$ cat src/rtl/uart_word_sender.sv
// uart_word_sender: queues words in a small FIFO and hands them to the UART
// transmitter one byte at a time, least-significant byte first.
module uart_word_sender #(
    parameter int unsigned NB_WORD    = 32,
    parameter int unsigned N_DATA     = 8,
    parameter int unsigned FIFO_DEPTH = 4
) (
    input  logic               i_clock,
    input  logic               i_reset,
    input  logic [NB_WORD-1:0] i_word_in,
    input  logic               i_word_valid,
    output logic               o_word_ready,
    output logic               o_overflow,
    output logic               o_tx_busy,
    output logic               o_tx_start,
    output logic [N_DATA-1:0]  o_tx_data,
    input  logic               i_read_tx,
    input  logic               i_tx_done_tick
);

    localparam int unsigned N_BYTES = NB_WORD / N_DATA;
    localparam int unsigned CNT_W   = (N_BYTES > 1) ? $clog2(N_BYTES) : 1;
    localparam int unsigned PTR_W   = $clog2(FIFO_DEPTH);
    localparam int unsigned FCNT_W  = PTR_W + 1;

    localparam logic [CNT_W-1:0]  LAST_BYTE = CNT_W'(N_BYTES - 1);
    localparam logic [FCNT_W-1:0] FULL_CNT  = FCNT_W'(FIFO_DEPTH);

    typedef enum logic [1:0] {
        StIdle,
        StReq,
        StWaitBusy,
        StWaitDone
    } state_t;

    logic [NB_WORD-1:0] r_mem [FIFO_DEPTH];
    logic [PTR_W-1:0]   r_wr_ptr;
    logic [PTR_W-1:0]   r_rd_ptr;
    logic [FCNT_W-1:0]  r_count;
    logic               r_overflow;

    state_t             r_state;
    logic [NB_WORD-1:0] r_shift;
    logic [CNT_W-1:0]   r_byte_cnt;
    logic               r_tx_start;

    logic w_full;
    logic w_empty;
    logic w_push;
    logic w_pop;

    assign w_full  = (r_count == FULL_CNT);
    assign w_empty = (r_count == '0);
    // A push while full is dropped even if a pop frees a slot on the same edge.
    assign w_push  = i_word_valid && !w_full;
    assign w_pop   = (r_state == StIdle) && !w_empty;

    assign o_word_ready = !w_full;
    assign o_overflow   = r_overflow;
    assign o_tx_busy    = !w_empty || (r_state != StIdle);
    assign o_tx_start   = r_tx_start;
    assign o_tx_data    = r_shift[N_DATA-1:0];

    // FIFO storage; contents need no reset since the count gates every read.
    always_ff @(posedge i_clock) begin
        if (w_push) begin
            r_mem[r_wr_ptr] <= i_word_in;
        end
    end

    // FIFO pointers and occupancy count.
    always_ff @(posedge i_clock) begin
        if (i_reset) begin
            r_wr_ptr <= '0;
            r_rd_ptr <= '0;
            r_count  <= '0;
        end else begin
            if (w_push) begin
                r_wr_ptr <= r_wr_ptr + PTR_W'(1);
            end
            if (w_pop) begin
                r_rd_ptr <= r_rd_ptr + PTR_W'(1);
            end
            if (w_push && !w_pop) begin
                r_count <= r_count + FCNT_W'(1);
            end else if (!w_push && w_pop) begin
                r_count <= r_count - FCNT_W'(1);
            end
        end
    end

    // Sticky overflow flag, cleared only by reset.
    always_ff @(posedge i_clock) begin
        if (i_reset) begin
            r_overflow <= 1'b0;
        end else if (i_word_valid && w_full) begin
            r_overflow <= 1'b1;
        end
    end

    // Byte sequencer: request, wait for the done level to drop, then to return.
    always_ff @(posedge i_clock) begin
        if (i_reset) begin
            r_state    <= StIdle;
            r_shift    <= '0;
            r_byte_cnt <= '0;
            r_tx_start <= 1'b0;
        end else begin
            case (r_state)
                StIdle: begin
                    if (!w_empty) begin
                        r_shift    <= r_mem[r_rd_ptr];
                        r_byte_cnt <= '0;
                        r_tx_start <= 1'b1;
                        r_state    <= StReq;
                    end
                end
                StReq: begin
                    if (i_read_tx) begin
                        r_tx_start <= 1'b0;
                        r_state    <= StWaitBusy;
                    end
                end
                StWaitBusy: begin
                    // Skip the done level still high from the transmitter's idle state.
                    if (!i_tx_done_tick) begin
                        r_state <= StWaitDone;
                    end
                end
                StWaitDone: begin
                    if (i_tx_done_tick) begin
                        if (r_byte_cnt == LAST_BYTE) begin
                            r_state <= StIdle;
                        end else begin
                            r_shift    <= r_shift >> N_DATA;
                            r_byte_cnt <= r_byte_cnt + CNT_W'(1);
                            r_tx_start <= 1'b1;
                            r_state    <= StReq;
                        end
                    end
                end
                default: begin
                    r_tx_start <= 1'b0;
                    r_state    <= StIdle;
                end
            endcase
        end
    end

endmodule

$ cat config.mk
export PLATFORM = sky130hd
export DESIGN_NAME = uart_word_sender
export DESIGN_NICKNAME = d
export VERILOG_FILES = /design/src/rtl/uart_word_sender.sv
export SDC_FILE = /design/constraint.sdc
export NUM_CORES = 1
export LEC_CHECK = 0
export ABC_AREA = 1
export ABC_CLOCK_PERIOD_IN_PS = 3200
export CORE_AREA = 4 4 120 122
export CTS_CLUSTER_SIZE = 30
export DETAILED_ROUTE_END_ITERATION = 8
export DIE_AREA = 0 0 124 126
export PLACE_DENSITY = 0.78
export SLEW_MARGIN = 20
export SYNTH_ARGS = -nofsm -noshare
export SYNTH_HDL_FRONTEND = slang
export SYNTH_SLANG_ARGS = --single-unit
$ cat constraint.sdc
create_clock -name i_clock -period 3.2 [get_ports i_clock]
set_input_delay 0.32 -clock i_clock [delete_from_list [all_inputs] [get_ports i_clock]]
set_output_delay 0.32 -clock i_clock [all_outputs]
set_load 0.005 [all_outputs]
Word-level counts from Yosys, hierarchy flattened
Memory sizes are Yosys's and may differ from the RTL's. A register that Yosys moved wholly into a read port is not among the register bits.
Index checks and enable logic that the tools add are counted.
- mux-type cells: 25
- bitwise gates (word level): 0
- order comparisons: 0
- $add $sub $neg: 5
- divide/modulo/power cells: 0
- eq/ne operators: 10
- shift-type cells: 0
- multiply operators: 0
- reduce and logical (&&, ||, !) cells: 19
- operator list (kind ; number):
    32-bit two-way mux ; 3
    32-bit one-hot mux with 2 select lines ; 1
    2-bit two-way mux ; 9
    2-bit != test (second input constant) ; 5
    2-bit one-hot mux with 4 select lines ; 1
    4-bit AND reduction ; 2
    1-bit two-way mux ; 7
    2-bit by 1-bit adder with 2-bit output (second input constant) ; 3
    2-bit equality test (second input constant) ; 3
    3-bit two-way mux ; 2
    2-bit nonzero test ; 3
    1-bit logical AND ; 5
    5-bit AND reduction ; 1
    1-bit logical NOT ; 4
    2-bit one-hot mux with 2 select lines ; 1
    3-bit by 1-bit adder with 3-bit output (second input constant) ; 1
    3-bit equality test (second input constant) ; 1
    3-bit logical NOT ; 1
    1-bit one-hot mux with 3 select lines ; 1
    3-bit nonzero test ; 1
    3-bit by 1-bit subtractor with 3-bit output (second input constant) ; 1
    2-bit by 1-bit equality test with 1-bit output (second input constant) ; 1
    2-bit logical NOT ; 1
    1-bit logical OR ; 1
- input port bits: 37
- ROM bits: 0
- RAM bits: 128
- output and inout port bits: 12
- memories: 1
- register bits: 45
- latch bits: 0
- memories (memory ; words ; width ; rd ports ; clocked after memory_dff ; wr ports ; RTL line ; source):
    r_mem ; 4 ; 32 ; 1 ; 1 ; 1 ; 36 ; logic [NB_WORD-1:0] r_mem [FIFO_DEPTH];

Logic depth before layout (Yosys ltp)
Gate-level depths: netlist (run 1).
- depth after elaboration: 7
- gate-level depth with buffers: 13

Worst setup path after synthesis (run 1)
OpenSTA, ideal clock, no wires.
- path type: reg2reg
- from: reg r_count[0]
- to: mem r_mem[0][0], enable pin
- arrival time: 2.084 ns
- cell stages (with the launch flop): 5
- setup time: 0.421 ns
- period minus slack after synthesis: 2.505 ns
- data required time: 2.779 ns
- buffers on the path: 0
- path slack: 0.695 ns
- cells stage by stage: dfxtp_1 nor2_2 nand2_1 nand2_1 nor2_1
- word-level cells in the longest chain between the ends: 5
- ends and longest elaborated chain (item ; RTL line ; source):
    start, declared ; 39 ; logic [FCNT_W-1:0] r_count;
    start signal, assigned ; 85 ; r_count <= r_count + FCNT_W'(1);
    start signal, assigned ; 87 ; r_count <= r_count - FCNT_W'(1);
    3-bit equality test ; 52 ; assign w_full = (r_count == FULL_CNT);
    1-bit logical NOT ; - ;
    via o_word_ready ; 12 ; output logic o_word_ready,
    1-bit logical AND ; 55 ; assign w_push = i_word_valid && !w_full;
    1-bit two-way mux ; 66 ; if (w_push) begin
    1-bit two-way mux (implied by the code) ; 67 ; r_mem[r_wr_ptr] <= i_word_in;
    end, declared ; 36 ;
The timed path passes the listed nets, and every way through them passes these cells.

Worst setup path after layout (run 1)
- from: reg r_state[0]
- to: out o_tx_busy
- word-level cells in the longest chain between the ends: 2
- ends and longest elaborated chain (item ; RTL line ; source):
    start, declared ; 42 ; state_t r_state;
    start signal, assigned ; 104 ; r_state <= StIdle;
    start signal, assigned ; 115 ; r_state <= StReq;
    start signal, assigned ; 121 ; r_state <= StWaitBusy;
    2-bit nonzero test ; 60 ; assign o_tx_busy = !w_empty || (r_state != StIdle);
    1-bit logical OR ; 60 ;
    end, declared ; 14 ; output logic o_tx_busy,
No other way between the ends.

==> results of run 1 <==
## worst max path at each step
stage,slack (ns),endpoint
global placement,0.99,r_count[2]
finish,0.54,o_tx_busy
global route,0.39,o_tx_busy
CTS,0.52,o_tx_busy
detailed placement,0.96,r_count[2]
floorplan,0.69,r_mem[0][0]
## routing by layer
metal	wire [um]	share of wire, %	global-route usage [%]
met1	6690	43	28.4
met2	7700	50	33.7
met3	959	6.2	5.56
met4	212	1.4	6.25
met5	0	0	0
## final cells by class
class,count,area (um^2),share of cell area (%)
timing repair buffer,60,571,6.50
clock inverter,6,85.1,0.969
clock buffer,26,489,5.57
inverter,93,350,3.99
tap,176,220,2.51
sequential,175,4790,54.5
multi-input combinational,514,2280,26.0
## critical path, delay by kind of cell, from the launching register on
family / cells / cell delay (ns)
adder cells (fa/ha/maj): 1 / 0.25
flip-flops: 1 / 0.35
AND/OR/NAND/NOR: 1 / 0.51
buffers and inverters: 2 / 0.81
## power groups by stage
| stage | logic, mW | clock network (mW) | registers, mW |
|---|---|---|---|
| 2_1_floorplan | 2.20 | 0 | 2.99 |
| 3_3_place_gp | 2.74 | 0 | 3.03 |
| 3_5_place_dp | 2.80 | 0 | 3.04 |
| 4_1_cts | 2.85 | 2.02 | 2.99 |
| 5_1_grt | 3.26 | 2.14 | 3.03 |
| 6_report | 2.83 | 2.00 | 3.00 |
## logic make-up (layout without fill, tap and decap cells)
kind of cell    after synthesis  count (layout)  synth area share [%]
simple gates                461             461                  24.6
flops                       175             175                  62.4
buf+inv                     141             185                  8.01
compound gates               39              39                  2.69
fa+ha+maj                    13              13                  2.22
xor+xnor                      1               1                 0.114
## layout by cell type (no fill, tap or decap)
| cell type | n |
|---|---|
| nand2_2 | 2 |
| clkbuf_1 | 6 |
| ha_1 | 12 |
| xor2_1 | 1 |
| clkbuf_8 | 3 |
| a21oi_1 | 34 |
| nand3_1 | 44 |
| nor2_4 | 1 |
| clkinv_2 | 3 |
| clkbuf_16 | 17 |
| clkinvlp_4 | 2 |
| nand2_1 | 290 |
| o21ai_4 | 1 |
| o21ai_0 | 4 |
| nor2_2 | 5 |
| nor2_1 | 91 |
| nand3_4 | 1 |
| dfxtp_1 | 46 |
| nand4_1 | 25 |
| fa_1 | 1 |
| bufinv_16 | 2 |
| clkdlybuf4s50_1 | 48 |
| dfxtp_2 | 1 |
| buf_4 | 12 |
| inv_2 | 3 |
| inv_1 | 89 |
| edfxtp_1 | 128 |
| nand3b_1 | 1 |
| nand3_2 | 1 |
## state kept, by name, indices dropped and copies added (netlist names), named ones only
register    cells
o_overflow      1
o_tx_start      1
r_byte_cnt      2
r_count         3
r_mem         128
r_rd_ptr        2
r_shift        32
r_state         2
r_wr_ptr        2
## per-stage QoR
stage,setup WS (ns),area [um^2]
floorplan,0.695,7670
global placement,0.993,8210
detailed placement,0.965,8210
CTS,0.523,8780
global route,0.385,8780
finish,0.542,8780
==> qor.csv, run 1 <==
stage,metric,value,unit
status,outcome,finished clean,
clocking,tritoncts,yes,
grt,grt_pass1_wl,25100,um
critical_path,crit_start,r_state[0],
yosys,ys_ff_latch,175,
floorplan,die_h,126,um
yosys,ys_warn_count,0,
critical_path,crit_chain,inv_1 -> ha_1 -> nand3_2 -> clkdlybuf4s50_1,
critical_path,critPathKind,reg2out,
yosys,synth_flop_cell,edfxtp_1,
drt,viasPerCell,5.11,
timing,worst_pin_slew,0.933,ns
place,gp_congestion,0.801,
critical_path,r2r-end,r_shift[19],
grt,track_usage,21.1,%
drt,drc,0,
clocking,cts-root-buf,clkbuf_16,
timing,min_period,2.66,ns
floorplan,design.die.area,15600,um^2
pwr,p_seq_share,38.3,%
timing,fin_hold_ws,0.451,ns
critical_path,crit_slowest_cell,clkdlybuf4s50_1,
cells_and_area,diodes,0,
pwr,total_power,7.83,mW
critical_path,cp-start-kind,flip-flop,
yosys,syn_avg_cell_area,9.24,um^2
drt,antenna_left,0,
timing,drv_slew,0,
yosys,synthTopCellsByArea,"edfxtp_1 50%, nand2_1 14%, dfxtp_1 12%",
yosys,yosys.area.top_type,edfxtp_1,
floorplan,num_rows,42,
yosys,yosysUniqueCellTypes,25,
yosys,ys_seq_area_share,62.4,%
yosys,async_flop_share,0,%
cells_and_area,drive_gt1_share,6.18,%
yosys,synthCells,830,
pwr,swShare,36.2,%
timing,final-setup-viol-count,0,
clocking,h-tree-depth,4,
pwr,power.static_leakage,3.79,nW
yosys,syn-num-nets,880,
critical_path,rr_startpoint,r_state[1],
timing,max_freq,0.376,GHz
clocking,cts_buffers,17,
timing,rsz0062_at_grt,false,
clocking,cts.clk_slew.worst_paths,0.06,ns
yosys,synthTopCellsByCount,"290 x nand2_1, 128 x edfxtp_1, 95 x nor2_1",
drt,num_vias,5366,
critical_path,path_max_fanout,29,
clocking,cts_hold_buf,0,
grt,grt_overflow,0,
clocking,clock_latency,0.43,ns
timing,slew_headroom,37.8,%
place,placed_cells,1018,
critical_path,ff2ff_path_depth,7,
worst_hold_path,min-delay-start,o_overflow,
pwr,power_switching,2.84,mW
clocking,cts_resized,0,
yosys,synth_most_common_cell,nand2_1,
drt,wl,15600,um
drt,drt_first_pass_iters,7,
cells_and_area,nFillCells,1023,
floorplan,initial_core_util,58.2,%
drt,avgRoutedWirePerCell,14.8,um
pwr,p_int,4.99,mW
grt,antenna_found_initial,0,
drt,drt_first_iter_violations,583,
timing,skew,0.00778,ns
clocking,clk_path_buf_depth,2,
place,dpl.hpwl,8650,um
timing,fin_crit_sh,83.1,%
floorplan,die_x,124,um
job,drv_cap,0,
timing,fin_tns_setup,0,ns
floorplan,core-area,13200,um^2
worst_hold_path,min-delay-path-class,reg2reg,
clocking,cts_sinks,175,
worst_hold_path,worstHoldPathCells,2,
critical_path,endpoint_kind,output port,
clocking,postCtsSetupRepairBufs,0,
floorplan,ioPinCount,49,
cells_and_area,layoutNonFillerInstCount,1050,
grt,grt_max_degree,65,
critical_path,r2r_slack,0.94,ns
pwr,comb_power_share,36.1,%
pwr,vdd_ir_drop_max,535,uV
timing,hold_violations,0,
grt,grt_pass1_vias,5071,
critical_path,required,2.88,ns
pwr,p_clk_share,25.6,%
cells_and_area,final_nets,911,
cells_and_area,syn_to_final_growth,14.5,%
pwr,pwr_density_cell,891,nW/um^2
critical_path,cp.arrival,2.34,ns
worst_hold_path,hold_end,o_overflow,
yosys,synth_top_cell_area_share,50.1,%
cells_and_area,layout.core_utilization,66.6,%
yosys,netlist_area,7670,um^2
place,io_buffer_count,48,
yosys,synth_enable_flop_cells,128,
critical_path,critPathMaxStageDelay,0.66,ns
Power figures use the tool's default switching activity.
==> run 2: changes to the inputs <==
--- a/config.mk
+++ b/config.mk
@@ -6,12 +6,12 @@
 export NUM_CORES = 1
 export LEC_CHECK = 0
 export ABC_AREA = 1
-export ABC_CLOCK_PERIOD_IN_PS = 3200
-export CORE_AREA = 4 4 120 122
+export ABC_CLOCK_PERIOD_IN_PS = 2300
+export CORE_AREA = 4 4 126 128
 export CTS_CLUSTER_SIZE = 30
 export DETAILED_ROUTE_END_ITERATION = 8
-export DIE_AREA = 0 0 124 126
-export PLACE_DENSITY = 0.78
+export DIE_AREA = 0 0 130 132
+export PLACE_DENSITY = 0.74
 export SLEW_MARGIN = 20
 export SYNTH_ARGS = -nofsm -noshare
 export SYNTH_HDL_FRONTEND = slang
==> constraint.sdc (replaced) <==
create_clock -name i_clock -period 2.3 [get_ports i_clock]
set_input_delay 0.23 -clock i_clock [delete_from_list [all_inputs] [get_ports i_clock]]
set_output_delay 0.23 -clock i_clock [all_outputs]
set_load 0.005 [all_outputs]
==> run 2 against run 1 <==
Net effect:
- routed wire length is 0.57% higher
- non-clock buffer count is 12 higher
- clock power is 36% higher
- die area is 9.8% higher
- final cell count is 2.3% higher
- sequential share of layout area is 0.67 points lower
- clock-buffer cell count is 5 lower
- critical endpoint unchanged
==> qor.csv, run 2 (synthesis results as in run 1) <==
stage,metric,value,unit,change
drt,antenna_left,0,,unchanged
drt,viasPerCell,5.05,,-1.1%
status,outcome,finished clean,,
clocking,clk_path_buf_depth,2,,unchanged
pwr,p_clk_share,25.0,%,-0.6 points
critical_path,ff2ff_path_depth,12,,+5
critical_path,endpoint_kind,output port,,
place,gp_congestion,0.825,,+3.0%
critical_path,critPathMaxStageDelay,0.53,ns,-0.13 ns
drt,wl,15600,um,+0.57%
cells_and_area,largest_reg_flops,128,,unchanged
critical_path,crit_slowest_cell,clkdlybuf4s50_1,,
floorplan,ioPinCount,49,,unchanged
critical_path,required,2.07,ns,-0.81 ns
cells_and_area,most-common-layout-cells,"290 x nand2_1, 128 x edfxtp_1, 91 x nor2_1",,
cells_and_area,drive_gt1_share,7.90,%,+1.7 points
clocking,cts.clk_slew.worst_paths,0.06,ns,about the same
floorplan,initial_core_util,51.6,%,-6.6 points
critical_path,r2r_slack,0.22,ns,-0.72 ns
job,drv_cap,0,,unchanged
drt,drc,0,,unchanged
clocking,cts_sinks,175,,unchanged
timing,skew,0.0153,ns,+0.00751 ns
grt,grt_overflow,0,,unchanged
critical_path,crit_start,r_state[0],,
grt,antenna_found_initial,0,,unchanged
timing,final-setup-viol-count,0,,unchanged
critical_path,cp-start-kind,flip-flop,,
critical_path,crit_chain,inv_1 -> ha_1 -> nand3_2 -> clkdlybuf4s50_1,,
cells_and_area,syn_to_final_growth,15.9,%,
timing,hold_violations,0,,unchanged
grt,grt_pass1_vias,5264,,+3.8%
cells_and_area,diodes,0,,unchanged
drt,num_vias,5427,,+1.1%
floorplan,design.die.area,17200,um^2,+9.8%
clocking,tritoncts,yes,,
cells_and_area,largest-register,r_mem,,
timing,drv_slew,0,,unchanged
timing,slew_headroom,70.9,%,+33 points
timing,worst_pin_slew,0.437,ns,-0.496 ns
pwr,swShare,36.9,%,+0.68 points
floorplan,die_h,132,um,+4.8%
floorplan,die_x,130,um,+4.8%
place,dpl.hpwl,9770,um,+13%
critical_path,endpoint,o_tx_busy,,
cells_and_area,final_nets,923,,+1.3%
timing,max_freq,0.457,GHz,
critical_path,r2r-end,r_count[2],,
pwr,power.static_leakage,3.86,nW,+1.7%
pwr,power_switching,4.03,mW,+42%
critical_path,critPathKind,reg2out,,
drt,avgRoutedWirePerCell,14.6,um,-1.7%
drt,drt_first_iter_violations,449,,-23%
cells_and_area,final_common_cell,nand2_1,,
critical_path,cp.arrival,1.96,ns,-0.38 ns
clocking,cts_hold_buf,0,,unchanged
clocking,cts-root-buf,clkbuf_16,,
critical_path,path_max_fanout,6,,-79%
cells_and_area,layout.core_utilization,59.8,%,-6.8 points
cells_and_area,largestRegisters,"r_mem: 128 flops, r_shift: 32 flops, r_count: 3 flops",,
clocking,cts_buffers,17,,unchanged
pwr,vdd_ir_drop_max,650,uV,+22%
timing,min_period,2.19,ns,
place,placedInstanceArea,8330,um^2,+1.4%
timing,rsz0062_at_grt,false,,
drt,drt_first_pass_iters,4,,-3
clocking,cts_resized,0,,unchanged
timing,fin_tns_setup,0,ns,unchanged
clocking,clock_latency,0.44,ns,about the same
floorplan,core-area,14900,um^2,+13%
place,io_buffer_count,48,,unchanged
grt,grt_pass1_wl,25900,um,+3.0%
critical_path,rr_startpoint,r_state[0],,
timing,fin_crit_sh,95.2,%,
clocking,postCtsSetupRepairBufs,0,,unchanged
pwr,p_int,6.89,mW,+38%
pwr,comb_power_share,36.7,%,+0.6 points
worst_hold_path,min-delay-path-class,in2reg,,
grt,track_usage,19.4,%,-1.6 points
pwr,p_seq_share,38.3,%,about the same
floorplan,num_rows,45,,+7.1%
cells_and_area,postLayoutCellArea,8890,um^2,+1.3%
pwr,pwr_density_cell,1230,nW/um^2,+38%
clocking,h-tree-depth,4,,unchanged
grt,grt_max_degree,41,,-37%
[run 2: cell count changes in the layout (fill, tap and decap cells not counted), sizes merged]
cell	previous run	this run
inv	92	95
clkinv	3	6
clkbuf	26	21
buf	12	24
bufinv	2	1
[run 2: cell type report]
class	instances	area (um^2)
Clock buffer	21	460
Fill cell	1251	5970
Sequential cell	175	4790
Timing Repair Buffer	72	673
Inverter	93	349
Clock inverter	11	108
Multi-Input combinational cell	514	2280
Tap cell	188	235
[run 2: how the worst min path moves through the flow]
stage | start | endpoint | slack (ns) | cells past startpoint
2_1_floorplan | i_reset | o_overflow | 0.30 | 1
3_3_place_gp | o_overflow | o_overflow | 0.44 | 2
3_5_place_dp | o_overflow | o_overflow | 0.44 | 2
4_1_cts | i_word_valid | o_overflow | 0.41 | 3
5_1_grt | i_word_in[21] | r_mem[3][21] | 0.41 | 1
6_report | i_word_valid | o_overflow | 0.42 | 3
[run 2: routing by layer]
layer | GRT usage (%) | vias up | part of all wire (%)
met5 | 0 | - | 0
met4 | 8.20 | 0 | 2.4
met3 | 4.25 | 27 | 4.6
met2 | 31.9 | 123 | 51
met1 | 24.8 | 2544 | 42
li1 | - | 2733 | -
[run 2: critical path, delay by kind of cell (launching register included)]
family	cells	cell delay [ns]
and+or+nand+nor	1	0.18
adders and majority gates	1	0.27
buffers and inverters	2	0.67
DFF	1	0.42
[run 2: stage by stage]
step,power [mW],hold slack (ns),instances,setup WS [ns]
2_1_floorplan,7.23,0.299,830,-0.205
3_3_place_gp,8.15,0.441,1042,0.325
3_5_place_dp,8.24,0.443,1042,0.255
4_1_cts,11.0,0.409,1074,0.0852
5_1_grt,11.8,0.415,1074,0.00258
6_report,10.9,0.422,1074,0.111
[run 2: power by group through the flow]
stage,clock [mW],sequential (mW),combinational (mW)
2_1_floorplan,0,4.16,3.06
3_3_place_gp,0,4.22,3.93
3_5_place_dp,0,4.23,4.00
4_1_cts,2.78,4.17,4.04
5_1_grt,2.92,4.22,4.63
6_report,2.73,4.18,4.01
